<file path="src/rtl/dma_pkg.sv">
// Shared encodings for the DMA FIFO sequencer: state codes, pointer step and bus direction.
package dma_pkg;

  typedef enum logic [2:0] {
    StIdle  = 3'd0,
    StClear = 3'd1,
    StRead  = 3'd2,
    StWrite = 3'd3,
    StDone  = 3'd4
  } dma_state_e;

  localparam logic [31:0] WordInc  = 32'd4;
  localparam logic        BusRead  = 1'b1;
  localparam logic        BusWrite = 1'b0;

endpackage

</file>
<file path="src/rtl/dma_addr_gen.sv">
// Loadable 32-bit word pointer stepping by one word; wraps modulo 2^32.
module dma_addr_gen
  import dma_pkg::*;
(
  input  logic        i_clk,
  input  logic        i_rst_n,
  input  logic        i_load,
  input  logic [31:0] i_load_addr,
  input  logic        i_inc,
  output logic [31:0] o_addr
);

  logic [31:0] r_addr;

  always_ff @(posedge i_clk or negedge i_rst_n) begin
    if (!i_rst_n) begin
      r_addr <= '0;
    end else if (i_load) begin
      r_addr <= i_load_addr;
    end else if (i_inc) begin
      r_addr <= r_addr + WordInc;
    end
  end

  assign o_addr = r_addr;

endmodule

</file>
<file path="src/rtl/dma_fifo_ctrl.sv">
// Single-channel DMA sequencer: bursts reads into a staging FIFO, then drains it to the destination.
// Optional completion interrupt enabled by defining DMA_CTRL_IRQ_EN.
module dma_fifo_ctrl
  import dma_pkg::*;
#(
  parameter int unsigned C_DEPTH  = 16,
  parameter int unsigned C_BURST  = 16,
  parameter int unsigned C_LWIDTH = 16
) (
  input  logic                Clk,
  input  logic                Reset_n,
  input  logic                Start,
  input  logic [31:0]         Src_Addr,
  input  logic [31:0]         Dst_Addr,
  input  logic [C_LWIDTH-1:0] Length,
  output logic                Busy,
  output logic                Done,
  output logic                Bus_Req,
  output logic                Bus_RNW,
  output logic [31:0]         Bus_Addr,
  input  logic                Bus_Ack,
  input  logic [31:0]         Bus_RdData,
  output logic [31:0]         Bus_WrData,
  output logic                FIFO_Clear,
  output logic                FIFO_Write,
  output logic [31:0]         FIFO_Data_In,
  output logic                FIFO_Read,
  input  logic [31:0]         FIFO_Data_Out,
  input  logic                FIFO_Full,
`ifdef DMA_CTRL_IRQ_EN
  input  logic                Irq_Clear,
  output logic                Irq,
`endif
  input  logic                FIFO_Empty
);

  localparam int unsigned BW = $clog2(C_BURST + 1);
  localparam int unsigned LW = $clog2(C_DEPTH + 1);

  dma_state_e          r_state, w_state_nxt;
  logic [C_LWIDTH-1:0] r_remain, w_remain_nxt, w_remain_dec;
  logic [BW-1:0]       r_burst, w_burst_nxt, w_burst_inc;
  logic [LW-1:0]       r_level, w_level_nxt, w_level_inc;
  logic                r_wr_arm, w_wr_arm_nxt;
  logic                w_load;
  logic [31:0]         w_src, w_dst;
  logic                w_unused_full;

  // Fill level is tracked here; the FIFO's own full flag lags a cycle behind pushes.
  assign w_unused_full = FIFO_Full;

  dma_addr_gen u_src_gen (
    .i_clk       (Clk),
    .i_rst_n     (Reset_n),
    .i_load      (w_load),
    .i_load_addr (Src_Addr),
    .i_inc       (FIFO_Write),
    .o_addr      (w_src)
  );

  dma_addr_gen u_dst_gen (
    .i_clk       (Clk),
    .i_rst_n     (Reset_n),
    .i_load      (w_load),
    .i_load_addr (Dst_Addr),
    .i_inc       (FIFO_Read),
    .o_addr      (w_dst)
  );

  always_ff @(posedge Clk or negedge Reset_n) begin
    if (!Reset_n) begin
      r_state  <= StIdle;
      r_remain <= '0;
      r_burst  <= '0;
      r_level  <= '0;
      r_wr_arm <= 1'b0;
    end else begin
      r_state  <= w_state_nxt;
      r_remain <= w_remain_nxt;
      r_burst  <= w_burst_nxt;
      r_level  <= w_level_nxt;
      r_wr_arm <= w_wr_arm_nxt;
    end
  end

  always_comb begin
    w_state_nxt  = r_state;
    w_remain_nxt = r_remain;
    w_burst_nxt  = r_burst;
    w_level_nxt  = r_level;
    w_wr_arm_nxt = r_wr_arm;
    w_load       = 1'b0;
    w_remain_dec = r_remain - C_LWIDTH'(1);
    w_burst_inc  = r_burst + BW'(1);
    w_level_inc  = r_level + LW'(1);
    Bus_Req      = 1'b0;
    Bus_RNW      = BusWrite;
    Bus_Addr     = '0;
    Bus_WrData   = '0;
    FIFO_Clear   = 1'b0;
    FIFO_Write   = 1'b0;
    FIFO_Data_In = '0;
    FIFO_Read    = 1'b0;

    case (r_state)
      StIdle: begin
        if (Start) begin
          w_load       = 1'b1;
          w_remain_nxt = Length;
          w_burst_nxt  = '0;
          w_level_nxt  = '0;
          w_state_nxt  = StClear;
        end
      end
      StClear: begin
        FIFO_Clear  = 1'b1;
        w_level_nxt = '0;
        w_burst_nxt = '0;
        w_state_nxt = (r_remain == '0) ? StDone : StRead;
      end
      StRead: begin
        Bus_Req  = 1'b1;
        Bus_RNW  = BusRead;
        Bus_Addr = w_src;
        if (Bus_Ack) begin
          FIFO_Write   = 1'b1;
          FIFO_Data_In = Bus_RdData;
          w_remain_nxt = w_remain_dec;
          w_burst_nxt  = w_burst_inc;
          w_level_nxt  = w_level_inc;
          if ((w_burst_inc == BW'(C_BURST)) || (w_remain_dec == '0) ||
              (w_level_inc == LW'(C_DEPTH))) begin
            w_state_nxt  = StWrite;
            w_wr_arm_nxt = 1'b0;
          end
        end
      end
      StWrite: begin
        // First WRITE cycle is a bus gap so the last push settles in the FIFO.
        w_wr_arm_nxt = 1'b1;
        if (r_wr_arm && (r_level != '0)) begin
          Bus_Req  = 1'b1;
          Bus_RNW  = BusWrite;
          Bus_Addr = w_dst;
          if (Bus_Ack) begin
            FIFO_Read   = 1'b1;
            Bus_WrData  = FIFO_Data_Out;
            w_level_nxt = r_level - LW'(1);
          end
        end else if (r_wr_arm && FIFO_Empty) begin
          w_burst_nxt = '0;
          w_state_nxt = (r_remain != '0) ? StRead : StDone;
        end
      end
      StDone: begin
        w_state_nxt = StIdle;
      end
      default: begin
        w_state_nxt = StIdle;
      end
    endcase
  end

  assign Busy = (r_state == StClear) || (r_state == StRead) || (r_state == StWrite);
  assign Done = (r_state == StDone);

`ifdef DMA_CTRL_IRQ_EN
  logic r_irq;

  // Set has priority over a coincident clear.
  always_ff @(posedge Clk or negedge Reset_n) begin
    if (!Reset_n) begin
      r_irq <= 1'b0;
    end else if (r_state == StDone) begin
      r_irq <= 1'b1;
    end else if (Irq_Clear) begin
      r_irq <= 1'b0;
    end
  end

  assign Irq = r_irq || (r_state == StDone);
`endif

endmodule

</file>
<file path="config.mk">
export PLATFORM = sky130hd
export DESIGN_NAME = dma_fifo_ctrl
export DESIGN_NICKNAME = d
export VERILOG_FILES = /design/src/rtl/dma_pkg.sv /design/src/rtl/dma_addr_gen.sv /design/src/rtl/dma_fifo_ctrl.sv
export SDC_FILE = /design/constraint.sdc
export NUM_CORES = 1
export LEC_CHECK = 0
export ABC_AREA = 1
export ABC_CLOCK_PERIOD_IN_PS = 2450
export BUFFER_PORTS_ARGS = -buffer_cell sky130_fd_sc_hd__clkbuf_2
export CORE_ASPECT_RATIO = 1.75
export CORE_UTILIZATION = 53
export CTS_BUF_LIST = sky130_fd_sc_hd__clkbuf_8
export CTS_CLUSTER_DIAMETER = 120
export DETAILED_ROUTE_END_ITERATION = 8
export GPL_ROUTABILITY_DRIVEN = 0
export PLACE_DENSITY = 0.87
export SYNTH_ARGS = -nofsm -noshare
export SYNTH_HDL_FRONTEND = slang
export SYNTH_SLANG_ARGS = --single-unit
</file>
<file path="constraint.sdc">
create_clock -name Clk -period 2.45 [get_ports Clk]
set_input_delay 0 -clock Clk [delete_from_list [all_inputs] [get_ports Clk]]
set_output_delay 0 -clock Clk [all_outputs]
set_load 0.01 [all_outputs]
</file>
==> metrics, run 1 <==
area grow syn2layout 33.9%; DR vias/cell 5.60; Post-Syn Area per Cell 6.55 µm²; area of the multi-input gates 0.00415 mm²; most frequent cell on the critical path inv_1; NumNets Final 1583; number of synthesis warnings 0; I/O Buffers 251; global-route wire length before repair 39900 µm; max_slew headroom 0.541; die span in x 90.6 µm; crit-path cells inv_1, ha_1, inv_1, nor3_2, nand2_1, nand2_2, nor2_4, inv_6, o22ai_1, clkbuf_2; largest net degree at the start of global routing 83; FF+latch count, synth 94; post-synthesis cell type count 48; H-tree levels 3; FILL cells 1081; final hold vios 0; CTS Root Cell clkbuf_8; Synth Instances 1110; pre-CTS setup slack 0.330 ns; fmax 0.434 GHz; first-pass iteration count of the detailed router 5; CTS buffer count 9; Initial DRC Count 643; post-route antenna net violation count 0; Register-to-Register Path Depth 12; Final WS setup 0.145 ns; Initial Util 0.544; crit path DAT 2.30 ns; status finished clean; Worst setup EP type output port; wire per inst 15.8 µm; number of synthesized flops with an enable pin 0; Final Power 10.1 mW; setup violators final 0; power per cell area 1030 mW/mm²; Final Skew 0.0104 ns; via count 8973; Die Ht 157 µm; Diodes inserted 0; Reg area 0.00235 mm²; TritonCTS clock tree done; # rows 56; crit path kind reg2out; layout cell share with drive strength beyond 1 0.235; CP startpoint kind flop; Seq/Total Area, Yosys 0.323; Top FF cell, synth dfrtp_1; DP Area 0.00867 mm²; # DRC 0; Congestion Overflow GR 0; Sum Neg Setup Slack 0 ns; clk buf depth 2; synth top area cells dfrtp_1 32%, nand2_1 13%, nor2_1 9.3%, inv_1 7.1%, o21ai_0 6.1%; worst-path fanout max 27; CP peak stage delay 0.40 ns; total track usage 0.354; initial antenna violation count 0; top-area cell type share of the netlist area 0.323; Num Clock Sinks 94; Slew @ Worst Pin 0.683 ns; most common cell in the netlist nand2_1; CP max-delay cell dfrtp_1; number of max-cap violations 0; Min-Delay Path Class in2reg; WL final 25300 µm; Yosys top cell by area dfrtp_1; mapped cell area 0.00727 mm²; final worst path period share 0.941; Mapped Nets 1270; DP HPWL 17700 µm; worst endpoint required time 2.45 ns; Static Leak 4.95 nW; Reg clk slew, reported paths 0.10 ns; Period minus WS final 2.30 ns; I/O Pins 253; Post-synth top cells 247 x nand2_1, 181 x nor2_1, 137 x inv_1, 94 x dfrtp_1, 89 x o21ai_0; die area 0.0142 mm²; worst-skew pair later-pin latency 0.38 ns; vias in the first global route 8540; Core Box Area 0.0134 mm²; Async SR Flop Fraction 1.00; Max Transition Viols Final 0; WHS Path Cells 3; VDD IR max 0.000528 V; fin area 0.00974 mm²
registers in the layout, summed over array words and instances (netlist names):
signal / flops
r_burst: 5
r_level: 5
r_remain: 16
r_state: 3
r_wr_arm: 1
u_dst_gen.o_addr: 32
u_src_gen.o_addr: 32
cell families after synthesis:
| kind of cell | synth area share |
|---|---|
| flip-flops | 0.323 |
| AND/OR/NAND/NOR | 0.344 |
| adder cells (fa/ha/maj) | 0.0172 |
| buffers and inverters | 0.108 |
| XOR/XNOR | 0.0325 |
| AO/OA/AOI/OAI | 0.175 |
per-stage QoR:
| stage | instances | utilization | hold slack, ns |
|---|---|---|---|
| 3_3_place_gp | 1502 | 0.648 | 0.0401 |
| 5_1_grt | 1602 | 0.728 | 0.00196 |
| 6_report | 1602 | 0.728 | 0.00250 |
| 3_5_place_dp | 1502 | 0.648 | 0.0377 |
| 2_1_floorplan | 1110 | - | -0.296 |
| 4_1_cts | 1594 | 0.720 | 0.000587 |
worst max-delay path: cells and delay by family (launching register included):
kind / cells / cell delay, ns
buffers and inverters: 4 / 0.52
AND/OR/NAND/NOR: 4 / 0.51
flip-flops: 1 / 0.40
AO/OA/AOI/OAI: 1 / 0.25
adder cells (fa/ha/maj): 1 / 0.22
timing repair:
action / 4_1_cts / 5_1_grt
gates cloned: 0 / 1
setup buffers: 0 / 6
hold endpoints to repair: 115 / 1
setup endpoints to repair: 2 / 42
pin swaps: 0 / 1
hold buffers: 76 / 1
resized for setup: 1 / 6
report_power, final:
part,internal (mW),switching [mW]
combinational,2.14,3.93
sequential,2.22,0.706
clock,0.496,0.578
per-layer routing:
layer | share of wire | track usage | up-vias
met3 | 0.072 | 0.0546 | 141
met5 | 0 | 0 | -
met4 | 0.069 | 0.240 | 0
met1 | 0.34 | 0.369 | 4048
met2 | 0.52 | 0.648 | 529
li1 | - | - | 4255
final cells by class:
type / instances / area share
sequential: 94 / 0.241
tap: 174 / 0.0224
inverter: 145 / 0.0568
timing repair buffer: 350 / 0.233
clock inverter: 6 / 0.00642
clock buffer: 10 / 0.0141
multi-input combinational: 823 / 0.426
cell usage in the layout, fill, tap and decap left out, types with 4 or more instances in the layout:
master / instances
nand4_1: 12
dfrtp_1: 94
nand2_1: 247
nor2_1: 181
clkbuf_2: 250
buf_4: 17
xnor2_1: 4
nor2_4: 8
o21ai_1: 14
nor3_2: 4
a211oi_1: 6
inv_1: 137
nand3_1: 59
nand2_2: 8
xor2_1: 23
o211ai_1: 20
nor3_1: 30
nor2_2: 4
buf_12: 4
clkbuf_8: 10
a21oi_1: 16
nor4_1: 5
a31oi_1: 5
o21ai_0: 88
o22ai_1: 51
dlygate4sd3_1: 77
inv_2: 7
ha_1: 10
worst paths after layout:
kind,from,end,slack [ns]
setup / recovery,r_level[0],Bus_Addr[28],0.15
hold / removal,Src_Addr[16],u_src_gen.o_addr[16],0.003
setup reg to reg,u_dst_gen.o_addr[3],u_dst_gen.o_addr[28],0.20
max in group asynchronous,Reset_n,u_dst_gen.o_addr[7],1.61
min in group asynchronous,Reset_n,r_remain[9],0.15
hold reg to reg,u_src_gen.o_addr[1],u_src_gen.o_addr[1],0.50
No activity file was read; power rests on OpenSTA's default activity.
==> inputs of run 2 (changes only) <==
--- a/config.mk
+++ b/config.mk
@@ -9,12 +9,11 @@
 export ABC_CLOCK_PERIOD_IN_PS = 2450
 export BUFFER_PORTS_ARGS = -buffer_cell sky130_fd_sc_hd__clkbuf_2
 export CORE_ASPECT_RATIO = 1.75
-export CORE_UTILIZATION = 53
-export CTS_BUF_LIST = sky130_fd_sc_hd__clkbuf_8
+export CORE_UTILIZATION = 52
 export CTS_CLUSTER_DIAMETER = 120
 export DETAILED_ROUTE_END_ITERATION = 8
 export GPL_ROUTABILITY_DRIVEN = 0
-export PLACE_DENSITY = 0.87
+export PLACE_DENSITY = 0.86
 export SYNTH_ARGS = -nofsm -noshare
 export SYNTH_HDL_FRONTEND = slang
 export SYNTH_SLANG_ARGS = --single-unit
==> run 2 against run 1 <==
Clock skew decreased by 0.0048 ns. Setup slack improved by 0.044 ns. First-iteration DRC count rose by 6.7%.
==> metrics, run 2 (synthesis gave the netlist of run 1 again) <==
final worst path period share 0.923 (-0.0179); DR vias/cell 5.67 (+1.3%); clock power share 0.148 (+0.041); post-route antenna net violation count 0 (unchanged); Sw Share 0.505 (-0.0134); crit-path cells nor2_4, nand2_4, buf_12, inv_1, buf_4, a22o_1, clkbuf_2; WHS Path Cells 3 (unchanged); setup repair bufs after CTS 0 (unchanged); die area 0.0145 mm² (+1.9%); H-tree levels 3 (unchanged); Internal 5.21 mW (+7.4%); first-pass iteration count of the detailed router 5 (unchanged); I/O Buffers 251 (unchanged); via count 8996 (+0.26%); Max Transition Viols Final 0 (unchanged); CP peak stage delay 0.49 ns (+0.09 ns); # DRC 0 (unchanged); most frequent cells in the layout 250 x clkbuf_2, 247 x nand2_1, 181 x nor2_1, 137 x inv_1, 94 x dfrtp_1; TritonCTS clock tree done; Reg-to-Reg Start u_dst_gen.o_addr[3]; clk buf depth 2 (unchanged); commonest non-fill, non-tap cell in the layout clkbuf_2; worst endpoint required time 2.45 ns (about the same); vias in the first global route 8460 (-0.94%); number of max-cap violations 0 (unchanged); Hold Crit Endpoint r_remain[6]; Period minus WS final 2.26 ns (-0.0437 ns); NumNets Final 1567 (-1.0%); Comb pwr share 0.573 (-0.030); WHS 0.00281 ns (+0.000305 ns); setup violators final 0 (unchanged); Worst Hold Launch Length[6]; area grow syn2layout 33.4%; die span in x 91.4 µm (+0.94%); CTS buffer count 9 (unchanged); Final Skew 0.00558 ns (-0.00480 ns); final hold vios 0 (unchanged); Min-Delay Path Class in2reg; wire per inst 16.1 µm (+2.1%); CP startpoint kind flop; Slew @ Worst Pin 0.660 ns (-0.0235 ns); worst-skew pair later-pin latency 0.35 ns (-0.03 ns); DP HPWL 17800 µm (+0.54%); CP max-delay cell dfrtp_1; FILL cells 1089 (+0.74%); Worst R2R Setup Slack 0.28 ns (+0.08 ns); Congestion Overflow GR 0 (unchanged); worst-path fanout max 80 (+200%); # rows 56 (unchanged); Core Box Area 0.0135 mm² (+1.0%); Die Ht 158 µm (+0.95%); fmax 0.442 GHz (+1.9%); Initial DRC Count 686 (+6.7%); initial antenna violation count 0 (unchanged); Num Clock Sinks 94 (unchanged); Sum Neg Setup Slack 0 ns (unchanged); Initial Util 0.538 (-0.00563); max_slew headroom 0.560 (+0.0187); portion of total power attributed to sequential cells 0.279 (-0.011); layout cell share with drive strength beyond 1 0.233 (-0.00229); power per cell area 1080 mW/mm² (+4.9%); crit path DAT 2.26 ns (-0.04 ns); WL final 25600 µm (+1.1%); Reg clk slew, reported paths 0.07 ns (-0.03 ns); total track usage 0.351 (-0.00296); crit path kind reg2out; Diodes inserted 0 (unchanged); VDD IR max 0.000550 V (+4.1%); Sw Pwr 5.31 mW (+1.8%); largest net degree at the start of global routing 83 (unchanged); Register-to-Register Path Depth 12 (unchanged); RSZ-0062 raised after global routing false; Static Leak 4.93 nW (-0.30%); status finished clean; R2R Path End u_dst_gen.o_addr[28]; global-route wire length before repair 39900 µm (unchanged); CTS Root Cell clkbuf_16; I/O Pins 253 (unchanged); Worst setup EP type output port
run 2: cell count changes in the layout (fill, tap and decap cells not counted), moves of 2 or more:
cell	delta
clkbuf_8	-10
dlygate4sd3_1	-9
clkbuf_16	+8
buf_4	-6
clkinvlp_4	-2
run 2: power groups by stage:
stage / clock network (mW) / registers (mW) / logic [mW]
floorplan: 0 / 2.71 / 4.08
finish: 1.55 / 2.94 / 6.03
global placement: 0 / 2.88 / 5.61
global route: 1.63 / 3.01 / 6.63
detailed placement: 0 / 2.91 / 5.74
CTS: 1.56 / 2.89 / 5.87
run 2: per-layer routing:
metal	share of wire	track usage	wire length, µm	vias to the layer above
met2	0.52	0.639	13200	550
met3	0.071	0.0497	1830	141
met4	0.070	0.272	1790	0
met1	0.34	0.358	8770	4081
met5	0	0	0	-
li1	-	-	-	4224
run 2: layout make-up:
class                           instances  area [µm²]  share of cell area
Inverter                              145         547              0.0564
Sequential cell                        94        2350               0.242
Tap cell                              174         218              0.0224
Clock inverter                          7        95.1             0.00980
Timing Repair Buffer                  334        2110               0.218
Multi-Input combinational cell        823        4150               0.428
Clock buffer                            9         225              0.0232
run 2: worst max path at each step:
stage | slack [ns] | to | from
after floorplan | 0.64 | u_dst_gen.o_addr[16] | r_level[0]
after detailed placement | 0.36 | r_state[1] | r_remain[0]
after CTS | 0.05 | Bus_Addr[10] | r_level[0]
final | 0.19 | Bus_Addr[1] | r_state[2]
after global routing | 0.05 | r_state[1] | r_remain[0]
after global placement | 0.42 | r_state[1] | r_remain[0]
run 2: critical path, delay by kind of cell, from the launching register on:
kind                   cells  cell delay, ns
buffers and inverters      4            0.87
DFF                        1            0.49
AOI/OAI and AO/OA          1            0.29
and+or+nand+nor            2            0.21
run 2: through the flow:
step,std cells,power (mW),utilization,setup slack [ns],cell area [µm²]
floorplan,1110,6.79,-,0.638,7270
global route,1586,11.3,0.718,0.0466,9700
CTS,1586,10.3,0.716,0.0501,9690
global placement,1502,8.48,0.642,0.419,8690
detailed placement,1502,8.65,0.642,0.363,8690
finish,1586,10.5,0.718,0.189,9700
run 2: repair_timing:
item | 4_1_cts | 5_1_grt
gates resized for setup | 0 | 4
endpoints found under the hold margin | 112 | 0
endpoints found under the setup margin | 0 | 21
hold buffers | 68 | 0
==> inputs of run 3 (changes only) <==
--- a/config.mk
+++ b/config.mk
@@ -13,7 +13,7 @@
 export CTS_CLUSTER_DIAMETER = 120
 export DETAILED_ROUTE_END_ITERATION = 8
 export GPL_ROUTABILITY_DRIVEN = 0
-export PLACE_DENSITY = 0.86
+export PLACE_DENSITY = 0.83
 export SYNTH_ARGS = -nofsm -noshare
 export SYNTH_HDL_FRONTEND = slang
 export SYNTH_SLANG_ARGS = --single-unit
==> run 3 against run 2 <==
The run now ends with hold timing left. First-iteration DRC count fell by 11%. Clock skew grew 0.0023 ns. Die area did not move. Sequential share of layout area rose by 0.12 points. Register-to-register slack got worse by 0.02 ns. Count of clock-buffer cells in the layout increased by 2. Critical path depth up 4. Wire length is 1.1% lower. Critical path type unchanged.
==> metrics, run 3 (synthesis gave the netlist of run 1 again) <==
status finished, violations left; failing checks hold timing; Initial DRC Count 608 (-11%); setup violators final 0 (unchanged); pre-CTS setup slack 0.293 ns (-0.0700 ns); Reg clk slew, reported paths 0.07 ns (about the same); Hold Crit Endpoint u_src_gen.o_addr[5]; post-route antenna net violation count 0 (unchanged); Period minus WS final 2.27 ns (+0.0103 ns); DP HPWL 18200 µm (+2.0%); clk buf depth 2 (unchanged); area grow syn2layout 32.7%; Register-to-Register Path Depth 12 (unchanged); RSZ-0062 raised after global routing false; WL final 25300 µm (-1.1%); Sum Neg Setup Slack 0 ns (unchanged); worst-skew pair later-pin latency 0.35 ns (about the same); Die Ht 158 µm (unchanged); wire per inst 16.0 µm (-1.0%); largest net degree at the start of global routing 83 (unchanged); Diodes inserted 0 (unchanged); die area 0.0145 mm² (unchanged); Slew @ Worst Pin 0.648 ns (-0.0113 ns); I/O Pins 253 (unchanged); R2R Path End u_dst_gen.o_addr[21]; total track usage 0.349 (-0.00218); most frequent cells in the layout 250 x clkbuf_2, 247 x nand2_1, 181 x nor2_1, 137 x inv_1, 94 x dfrtp_1; fin area 0.00966 mm² (-0.48%); commonest non-fill, non-tap cell in the layout clkbuf_2; setup repair bufs after CTS 0 (unchanged); final cell count without fillers 1585 (-0.063%); final worst path period share 0.927 (+0.00422); first-pass iteration count of the detailed router 5 (unchanged); power per cell area 1070 mW/mm² (-1.5%); Final WS setup 0.179 ns (-0.0103 ns); vias in the first global route 8579 (+1.4%); CP startpoint kind flop; fmax 0.440 GHz (-0.46%); DP Cell Count 1503 (+0.067%); layout cell share with drive strength beyond 1 0.233 (about the same); final hold vios 2 (+2); # DRC 0 (unchanged); worst-path fanout max 35 (-56%); CTS buffer count 9 (unchanged); Worst R2R Setup Slack 0.26 ns (-0.02 ns); Initial Util 0.538 (unchanged); via count 8959 (-0.41%); Congestion Overflow GR 0 (unchanged); WHS -0.00534 ns (-0.00815 ns); Max Transition Viols Final 0 (unchanged); # rows 56 (unchanged); Final Skew 0.00792 ns (+0.00234 ns); Reg-to-Reg Start r_level[0]; initial antenna violation count 0 (unchanged); crit path DAT 2.27 ns (about the same); CTS Root Cell clkbuf_16; WHS Path Cells 3 (unchanged); Min-Delay Path Class in2reg; Static Leak 4.91 nW (-0.45%); Worst Hold Launch Src_Addr[5]; Num Clock Sinks 94 (unchanged); number of max-cap violations 0 (unchanged); Worst setup EP type output port; DR vias/cell 5.65 (-0.35%); global-route wire length before repair 39500 µm (-1.1%); die span in x 91.4 µm (unchanged); TritonCTS clock tree done; NumNets Final 1566 (-0.064%); I/O Buffers 251 (unchanged); max_slew headroom 0.568 (+0.00800); DP Area 0.00868 mm² (about the same); VDD IR max 0.000591 V (+7.6%); worst endpoint required time 2.45 ns (about the same); H-tree levels 3 (unchanged); Core Box Area 0.0135 mm² (unchanged); crit path kind reg2out
run 3: power breakdown:
group / switching (mW) / total [mW] / internal, mW
clock: 0.622 / 1.42 / 0.795
combinational: 3.89 / 5.98 / 2.09
sequential: 0.693 / 2.92 / 2.22
total: 5.21 / 10.3 / 5.10
run 3: metal layers:
| metal | wire [µm] | global-route usage | part of all wire | vias up |
|---|---|---|---|---|
| li1 | - | - | - | 4233 |
| met1 | 8560 | 0.348 | 0.34 | 4051 |
| met2 | 13100 | 0.647 | 0.52 | 539 |
| met3 | 1780 | 0.0463 | 0.070 | 136 |
| met4 | 1910 | 0.272 | 0.076 | 0 |
| met5 | 0 | 0 | 0 | - |
run 3: critical path, stage by stage, from the launching register on:
cell,delay [ns]
dfrtp_1,0.42
inv_1,0.14
ha_1,0.19
inv_1,0.07
nor3_2,0.18
nand2_1,0.14
nand2_2,0.14
inv_2,0.07
nand3_4,0.15
buf_12,0.21
nor2_1,0.07
clkbuf_2,0.14
run 3: layout make-up:
class / instances / area, µm²
Inverter: 145 / 547
Fill cell: 1138 / 3870
Clock inverter: 5 / 60.1
Clock buffer: 11 / 233
Multi-Input combinational cell: 823 / 4160
Sequential cell: 94 / 2350
Tap cell: 174 / 218
Timing Repair Buffer: 333 / 2090
run 3: worst max path at each step:
stage / from / to / cells past startpoint
final: r_level[0] / Bus_WrData[22] / 11
after global routing: r_level[0] / Bus_WrData[15] / 11
after CTS: r_level[0] / Bus_Addr[11] / 10
after detailed placement: r_level[0] / u_dst_gen.o_addr[21] / 12
after global placement: r_state[2] / u_src_gen.o_addr[8] / 9
after floorplan: r_level[0] / u_dst_gen.o_addr[16] / 13
run 3: timing repair:
item / 4_1_cts / 5_1_grt
endpoints found under the hold margin: 107 / 0
resized for setup: 0 / 5
hold buffers: 66 / 0
setup endpoints to repair: 0 / 27
run 3: stage by stage:
stage	utilization	total power, mW
6_report	0.714	10.3
5_1_grt	0.714	11.1
4_1_cts	0.713	10.2
3_5_place_dp	0.642	8.64
3_3_place_gp	0.642	8.47
2_1_floorplan	-	6.79
